===== src/rtl/modn_digit_chain_if.sv =====
// Command/status bundle for the cascaded modulo-N digit chain.
// master drives commands and reads the chain; slave is the counter itself.
interface modn_digit_chain_if #(
    parameter int DIGITS = 4
);
    logic                  start;
    logic                  stop;
    logic                  clear;
    logic                  load;
    logic [4*DIGITS-1:0]   load_value;
    logic                  tick;
    logic                  up;
    logic [4*DIGITS-1:0]   count;
    logic                  running;
    logic                  done;
    logic                  tc;
    logic                  wrap;

    modport master (
        output start, stop, clear, load, load_value, tick, up,
        input  count, running, done, tc, wrap
    );

    modport slave (
        input  start, stop, clear, load, load_value, tick, up,
        output count, running, done, tc, wrap
    );
endinterface


===== src/rtl/modn_digit_chain.sv =====
// Cascaded per-digit modulo-N up/down counter with load clamping and run/stop/done control.
// Latency: count/running/done/wrap one clk after the edge; tc combinational from count; no backpressure.
module modn_digit_chain #(
    parameter int          DIGITS   = 4,
    parameter logic [31:0] MODS     = 32'h00006A6A,
    parameter bit          SATURATE = 1'b0
) (
    input  logic                clk,
    input  logic                rst_n,
    modn_digit_chain_if.slave   bus
);
    typedef enum logic [1:0] {
        ST_STOPPED,
        ST_RUNNING,
        ST_DONE
    } state_e;

    state_e                    state_q, state_d;
    logic [DIGITS-1:0][3:0]    count_q, count_d;
    logic                      wrap_q, wrap_d;
    logic                      running_q, done_q;
    logic                      tc;
    logic                      count_en;

    function automatic logic [3:0] digit_max(input int i);
        return MODS[4*i +: 4] - 4'd1;
    endfunction

    always_comb begin
        logic all_max;
        logic all_zero;
        all_max  = 1'b1;
        all_zero = 1'b1;
        for (int i = 0; i < DIGITS; i++) begin
            if (count_q[i] != digit_max(i)) all_max  = 1'b0;
            if (count_q[i] != 4'd0)         all_zero = 1'b0;
        end
        tc = bus.up ? all_max : all_zero;
    end

    assign count_en = (state_q == ST_RUNNING) && bus.tick && !bus.clear && !bus.load;

    // Ripple enable: a digit steps only when every lower digit is at its rollover value.
    always_comb begin
        logic       step;
        logic [3:0] lv;
        count_d = count_q;
        wrap_d  = 1'b0;
        step    = 1'b1;
        lv      = 4'd0;
        if (bus.clear) begin
            count_d = '0;
        end else if (bus.load) begin
            for (int i = 0; i < DIGITS; i++) begin
                lv         = bus.load_value[4*i +: 4];
                count_d[i] = (lv > digit_max(i)) ? digit_max(i) : lv;
            end
        end else if (count_en) begin
            wrap_d = tc;
            if (!(tc && SATURATE)) begin
                for (int i = 0; i < DIGITS; i++) begin
                    if (step) begin
                        if (bus.up)
                            count_d[i] = (count_q[i] == digit_max(i)) ? 4'd0 : count_q[i] + 4'd1;
                        else
                            count_d[i] = (count_q[i] == 4'd0) ? digit_max(i) : count_q[i] - 4'd1;
                    end
                    step = step && (bus.up ? (count_q[i] == digit_max(i)) : (count_q[i] == 4'd0));
                end
            end
        end
    end

    always_comb begin
        state_d = state_q;
        if (bus.clear || bus.load) begin
            state_d = ST_STOPPED;
        end else begin
            case (state_q)
                ST_STOPPED: if (bus.start && !bus.stop) state_d = ST_RUNNING;
                ST_RUNNING: begin
                    // A saturating tick outranks a simultaneous stop.
                    if (count_en && tc && SATURATE) state_d = ST_DONE;
                    else if (bus.stop)              state_d = ST_STOPPED;
                end
                ST_DONE:    state_d = ST_DONE;
                default:    state_d = ST_STOPPED;
            endcase
        end
    end

    always_ff @(posedge clk or negedge rst_n) begin
        if (!rst_n) state_q <= ST_STOPPED;
        else        state_q <= state_d;
    end

    always_ff @(posedge clk or negedge rst_n) begin
        if (!rst_n) begin
            count_q   <= '0;
            wrap_q    <= 1'b0;
            running_q <= 1'b0;
            done_q    <= 1'b0;
        end else begin
            count_q   <= count_d;
            wrap_q    <= wrap_d;
            running_q <= (state_d == ST_RUNNING);
            done_q    <= (state_d == ST_DONE);
        end
    end

    assign bus.count   = count_q;
    assign bus.running = running_q;
    assign bus.done    = done_q;
    assign bus.wrap    = wrap_q;
    assign bus.tc      = tc;
endmodule


===== src/flat_wrapper.sv =====
// flat-port wrapper written by rule: the top's interface ports become plain ports
module modn_digit_chain_flat 
#(
    parameter int          DIGITS   = 4,
    parameter logic [31:0] MODS     = 32'h00006A6A,
    parameter bit          SATURATE = 1'b0
)
  (clk, rst_n, bus_start, bus_stop, bus_clear, bus_load, bus_load_value, bus_tick, bus_up, bus_count, bus_running, bus_done, bus_tc, bus_wrap);
  modn_digit_chain_if #(.DIGITS(DIGITS)) bus_i ();
  input  logic clk;
  input  logic rst_n;
  input wire logic [$bits(bus_i.start)-1:0] bus_start;
  input wire logic [$bits(bus_i.stop)-1:0] bus_stop;
  input wire logic [$bits(bus_i.clear)-1:0] bus_clear;
  input wire logic [$bits(bus_i.load)-1:0] bus_load;
  input wire logic [$bits(bus_i.load_value)-1:0] bus_load_value;
  input wire logic [$bits(bus_i.tick)-1:0] bus_tick;
  input wire logic [$bits(bus_i.up)-1:0] bus_up;
  output wire logic [$bits(bus_i.count)-1:0] bus_count;
  output wire logic [$bits(bus_i.running)-1:0] bus_running;
  output wire logic [$bits(bus_i.done)-1:0] bus_done;
  output wire logic [$bits(bus_i.tc)-1:0] bus_tc;
  output wire logic [$bits(bus_i.wrap)-1:0] bus_wrap;
  assign bus_i.start = bus_start;
  assign bus_i.stop = bus_stop;
  assign bus_i.clear = bus_clear;
  assign bus_i.load = bus_load;
  assign bus_i.load_value = bus_load_value;
  assign bus_i.tick = bus_tick;
  assign bus_i.up = bus_up;
  assign bus_count = bus_i.count;
  assign bus_running = bus_i.running;
  assign bus_done = bus_i.done;
  assign bus_tc = bus_i.tc;
  assign bus_wrap = bus_i.wrap;
  modn_digit_chain #(.DIGITS(DIGITS), .MODS(MODS), .SATURATE(SATURATE)) u_core (.clk(clk), .rst_n(rst_n), .bus(bus_i));
endmodule

===== config.mk =====
export PLATFORM = sky130hd
export DESIGN_NAME = modn_digit_chain_flat
export DESIGN_NICKNAME = d
export VERILOG_FILES = /design/src/rtl/modn_digit_chain_if.sv /design/src/rtl/modn_digit_chain.sv /design/src/flat_wrapper.sv
export SDC_FILE = /design/constraint.sdc
export NUM_CORES = 1
export LEC_CHECK = 0
export BUFFER_PORTS_ARGS = -buffer_cell sky130_fd_sc_hd__buf_2
export CAP_MARGIN = 20
export CELL_PAD_IN_SITES_DETAIL_PLACEMENT = 0
export CELL_PAD_IN_SITES_GLOBAL_PLACEMENT = 1
export CORE_UTILIZATION = 40
export CTS_CLUSTER_SIZE = 28
export DETAILED_ROUTE_END_ITERATION = 16
export GPL_ROUTABILITY_DRIVEN = 0
export PLACE_DENSITY = 0.83
export SLEW_MARGIN = 20
export SYNTH_ARGS = -nofsm -noshare
export SYNTH_HDL_FRONTEND = slang
export SYNTH_SLANG_ARGS = --single-unit

===== constraint.sdc =====
create_clock -name clk -period 3.2 [get_ports clk]
set_input_delay 0.48 -clock clk [delete_from_list [all_inputs] [get_ports clk]]
set_output_delay 0.48 -clock clk [all_outputs]
set_load 0.05 [all_outputs]

Yosys cells after proc, flatten, opt, wreduce, memory -nomap -nowiden
Index checks and enable logic that the tools add are counted.
{"block": "totals", "ff_bits": 21, "latch_bits": 0, "ramBits": 0, "mem_bits_ro": 0, "in_bits": 24, "out_inout_bits": 20, "mem_count": 0}
{"block": "classes", "add_sub_neg": 8, "n_mul": 0, "div_mod_pow": 0, "order_cmp": 4, "eq_ne": 12, "shifts": 0, "mux": 41, "bitwise": 0, "reduce_logical": 26}
{"operator": "two-way mux 4 bit", "count": 19}
{"operator": "two-way mux 16 bit", "count": 3}
{"operator": "adder 4 x 1 -> 4 bit (second input constant)", "count": 4}
{"operator": "logical NOT 4 bit", "count": 4}
{"operator": "nonzero test 4 bit", "count": 4}
{"operator": "subtractor 4 x 1 -> 4 bit (second input constant)", "count": 4}
{"operator": "two-way mux 1 bit", "count": 15}
{"operator": "nonzero test 3 bit", "count": 4}
{"operator": "equality test 4 x 3 -> 1 bit (second input constant)", "count": 2}
{"operator": "equality test 4 bit (second input constant)", "count": 2}
{"operator": "greater-than comparator 4 x 3 -> 1 bit (second input constant)", "count": 2}
{"operator": "greater-than comparator 4 bit (second input constant)", "count": 2}
{"operator": "inequality test 4 x 3 -> 1 bit (second input constant)", "count": 2}
{"operator": "inequality test 4 bit (second input constant)", "count": 2}
{"operator": "logical AND 1 bit", "count": 6}
{"operator": "two-way mux 2 bit", "count": 3}
{"operator": "one-hot mux 2 bit (3 select lines)", "count": 1}
{"operator": "AND reduction 2 bit", "count": 3}
{"operator": "equality test 2 x 1 -> 1 bit (second input constant)", "count": 2}
{"operator": "equality test 2 bit (second input constant)", "count": 2}
{"operator": "logical NOT 1 bit", "count": 3}
{"operator": "logical NOT 2 bit", "count": 1}
{"operator": "logical OR 1 bit", "count": 1}

Depth between registers and ports, before layout
{"block": "depth", "word_depth": 9, "depth_mapped": 7}

Worst setup path after synthesis
Ideal clock, no wire load.
{"block": "synth_path", "path_kind": "flip-flop to output port", "startpoint": "register u_core.count_q, in the netlist u_core.bus.count[12]", "endpoint": "output bus_tc", "t_arrival_ns": 2.989, "t_required_ns": 2.720, "slack_ns": -0.269, "path_stages_with_launch": 5, "path_buffers": 0, "cell_sequence": "dfrtp_1 > ha_1 > nor2b_1 > nand2_1 > o41ai_1"}
{"block": "synth_between", "elab_chain_cells": 3, "elab_cells_between_ends": 5}
{"element": "start: declaration", "line_no": "modn_digit_chain.sv:19", "text": "logic [DIGITS-1:0][3:0] count_q, count_d;"}
{"element": "start signal: assignment", "line_no": "modn_digit_chain.sv:104", "text": "count_q <= count_d;"}
{"element": "inequality test 4 x 3 -> 1 bit / nonzero test 4 bit (equally long branches)", "line_no": "modn_digit_chain.sv:35, modn_digit_chain.sv:36"}
{"element": "two-way mux 1 bit, on equally long branches", "line_no": "modn_digit_chain.sv:35, modn_digit_chain.sv:36"}
{"element": "two-way mux 1 bit (*)", "line_no": "modn_digit_chain.sv:38", "text": "tc = bus.up ? all_max : all_zero;"}
{"element": "end: declaration", "line_no": "flat_wrapper.sv:22", "text": "output wire logic [$bits(bus_i.tc)-1:0] bus_tc;"}
Every way passes the cells marked *; elsewhere a longest branch is shown, timed or not.

Worst setup path after layout
{"block": "layout_path", "startpoint": "register u_core.count_q, in the netlist u_core.bus.count[0]", "endpoint": "register u_core.count_q, in the netlist u_core.bus.count[14]"}
{"block": "layout_between", "elab_chain_cells": 6, "elab_cells_between_ends": 7}
{"element": "equality test 4 bit / logical NOT 4 bit (equally long branches)", "line_no": "modn_digit_chain.sv:68", "text": "step = step && (bus.up ? (count_q[i] == digit_max(i)) : (count_q[i] == 4'd0));"}
{"element": "two-way mux 1 bit (*)", "line_no": "modn_digit_chain.sv:68"}
{"element": "logical AND 1 bit (*) (2 in series)", "line_no": "modn_digit_chain.sv:68"}
{"element": "nonzero test 3 bit (no line) (*)"}
{"element": "AND reduction 2 bit (no line) (*)"}
Marks and branches as above.
A chain may end at the register's enable or synchronous reset.

==> summary.txt <==
Slew Viols, Final: 0
CP Class: flop to flop
Comb power frac: 0.351
hold buffer count at cts: 0
Worst-path clk slew: 80 ps
CTS root buf: clkbuf_8
DRT antenna net count: 0
pre-CTS setup slack: 596 ps
most frequent cells in the layout: 43 x buf_2, 21 x nor2_1, 21 x dfrtp_1
met3 WL: 126 µm
most common flop cell mapped by yosys: dfrtp_1
Initial DRC Count: 70
worst skew pair latency: 260 ps
share of layout cells above drive strength 1: 0.231
post-CTS setup buffer count: 0
Reg2Reg Depth: 8
IO Count: 44
Worst-Margin Slew: 517 ps
vias in the first global route: 1646
global-route wire length before repair: 7860 µm
diodes inserted: 0
ys async rst share: 1.00
largest net degree at the start of global routing: 22
final hold vios: 0
sequential fraction of the synthesis area: 0.285
Port Buf Inserts: 43
Die X-Extent: 69.9 µm
dpl hpwl: 3350 µm
initial antenna violation count: 0
worst-path fanout max: 8
post-synthesis simple-gate area fraction: 0.278
Initial Utilization: 0.421
Post-Syn Area per Cell: 8.31 µm²
adder-cell area share of the yosys netlist: 0.0881
DR DRC count: 0
Seq cells post-synth: 21
clock buffer depth: 2
Final WS setup: 574 ps
Syn Inst Count: 222
CP Data Required Time: 3360 ps
switch share: 0.387
top sig layer: met4
FMAX: 381 MHz
Post-synth EDFFs: 0
GRT overflow: 0
P_sw: 0.292 mW
skew final: 4.95 ps
Synth warnings: 0
gr usage total: 0.197
status: finished clean
final setup fails: 0
P_int: 0.463 mW
PnR Total Power: 0.755 mW
final net count: 298
register share of total power: 0.409
mux share of post-synthesis cell area: 0.0502
total wire length: 4440 µm
final period utilization: 0.820
post-synthesis compound-gate area fraction: 0.228
PostCTS Resize Cnt: 0
H-tree Lvls: 1
Area Overhead vs Synth: 15.5%
# rows: 24
Met2 Wirelength: 2110 µm
CORE AREA: 0.00438 mm²
M1 WL: 2150 µm
Slew headroom: 0.655
Netlist cell types: 51
DIE AREA: 0.00489 mm²
HP Class: input port to async pin
routed len/inst: 14.2 µm
Power Density: 354 mW/mm²
LEAKAGE: 1.01 nW
fin crit period: 2630 ps
CTS tree: done
main combinational cell family by area after synthesis: simple AND/OR/NAND/NOR gates
Critical Path Start Type: flop
Crit. End Element: flop
Clock Sinks: 21
RSZ-0062 raised after global routing: no
synthesized area: 0.00185 mm²
final setup TNS: 0 ps
Synth Area in XOR/XNOR: 0.00949
Worst EP arrival: 2780 ps
DRT Pass-1 Iters: 4
clock power share: 0.240
max-cap violations: 0
Syn Nets: 259
die height: 69.9 µm
Vias: 1744
commonest non-fill, non-tap cell in the layout: buf_2
final core occ: 0.486
peak supply drop: 0.153 mV
DR vias/cell: 5.59
fill cell total of the finished layout: 445
total CTS buffers: 3
==> metal layers <==
metal / global-route usage / vias up
met4: 0.0644 / 0
met1: 0.271 / 819
met5: 0 / -
met2: 0.322 / 30
met3: 0.0245 / 4
li1: - / 891
==> critical path, cell delays in order, from the launching register on <==
cell       delay (ps)
dfrtp_1           470
inv_1             110
ha_1              270
or4b_4            510
a2111oi_4         340
buf_4             220
nand4_2           140
nand2_2           130
mux2_2            330
==> cell usage after synthesis (2+ instances only) <==
master | instances | area (µm²)
o21bai_1 | 2 | 15.0
a2111oi_0 | 3 | 26.3
buf_6 | 2 | 22.5
mux2_2 | 2 | 22.5
dfrtp_1 | 21 | 526
a211oi_1 | 8 | 60.1
nor4_1 | 2 | 12.5
nand3_1 | 11 | 55.1
nand4b_1 | 2 | 17.5
or3_1 | 3 | 18.8
nand3b_1 | 4 | 30.0
a221oi_1 | 2 | 17.5
a21o_1 | 3 | 22.5
o211ai_1 | 2 | 15.0
nor2_1 | 21 | 78.8
nand2b_1 | 8 | 50.1
inv_1 | 14 | 52.6
nor3b_1 | 4 | 30.0
nor3_1 | 10 | 50.1
o21a_1 | 2 | 15.0
mux2i_1 | 7 | 70.1
a31oi_1 | 6 | 37.5
a221o_1 | 2 | 20.0
clkbuf_1 | 7 | 26.3
a21oi_1 | 8 | 40.0
nand2_1 | 14 | 52.6
nor2b_1 | 6 | 37.5
o21ai_0 | 11 | 55.1
ha_1 | 13 | 163
==> state kept, by name, indices dropped and copies added (netlist names) <==
signal              cells
u_core.state_q          2
u_core.bus.count       16
u_core.bus.done         1
u_core.bus.running      1
u_core.bus.wrap         1
==> path summary, 6_finish.rpt <==
kind,slack (ps),start,to
setup / recovery,570,u_core.bus.count[0],u_core.bus.count[14]
hold / removal,180,rst_n,u_core.bus.count[14]
setup reg to reg,570,u_core.bus.count[0],u_core.bus.count[14]
hold reg to reg,490,u_core.state_q[0],u_core.state_q[1]
max in group asynchronous,2670,rst_n,u_core.bus.count[1]
min in group clk,390,bus_stop,u_core.state_q[0]
==> through the flow <==
stage          cells  hold WS [ps]  area, µm²
2_1_floorplan    222           184       1850
4_1_cts          312           190       2130
3_3_place_gp     308           483       2090
5_1_grt          312           206       2130
3_5_place_dp     308           485       2090
6_report         312           177       2130
==> power by group through the flow <==
stage | registers, mW | clock network, mW | logic, mW
after global placement | 0.314 | 0 | 0.265
final | 0.309 | 0.181 | 0.265
after CTS | 0.309 | 0.187 | 0.266
after detailed placement | 0.314 | 0 | 0.265
after floorplan | 0.353 | 0 | 0.155
after global routing | 0.313 | 0.200 | 0.295
==> cell type report <==
cell class,count,area [µm²],area share
multi-input cells,176,1210,0.569
inverters,14,52.6,0.0246
well taps,52,65.1,0.0305
flip-flops and latches,21,526,0.246
repair buffers,45,230,0.108
clock buffers,4,45.0,0.0211
==> kinds of logic after synthesis <==
kind of cell,Yosys count
XOR/XNOR,2
buffers and inverters,25
flip-flops,21
AO/OA/AOI/OAI,58
adder cells (fa/ha/maj),13
multiplexers,9
AND/OR/NAND/NOR,94
Note: power is estimated with default switching activity, not from simulation.
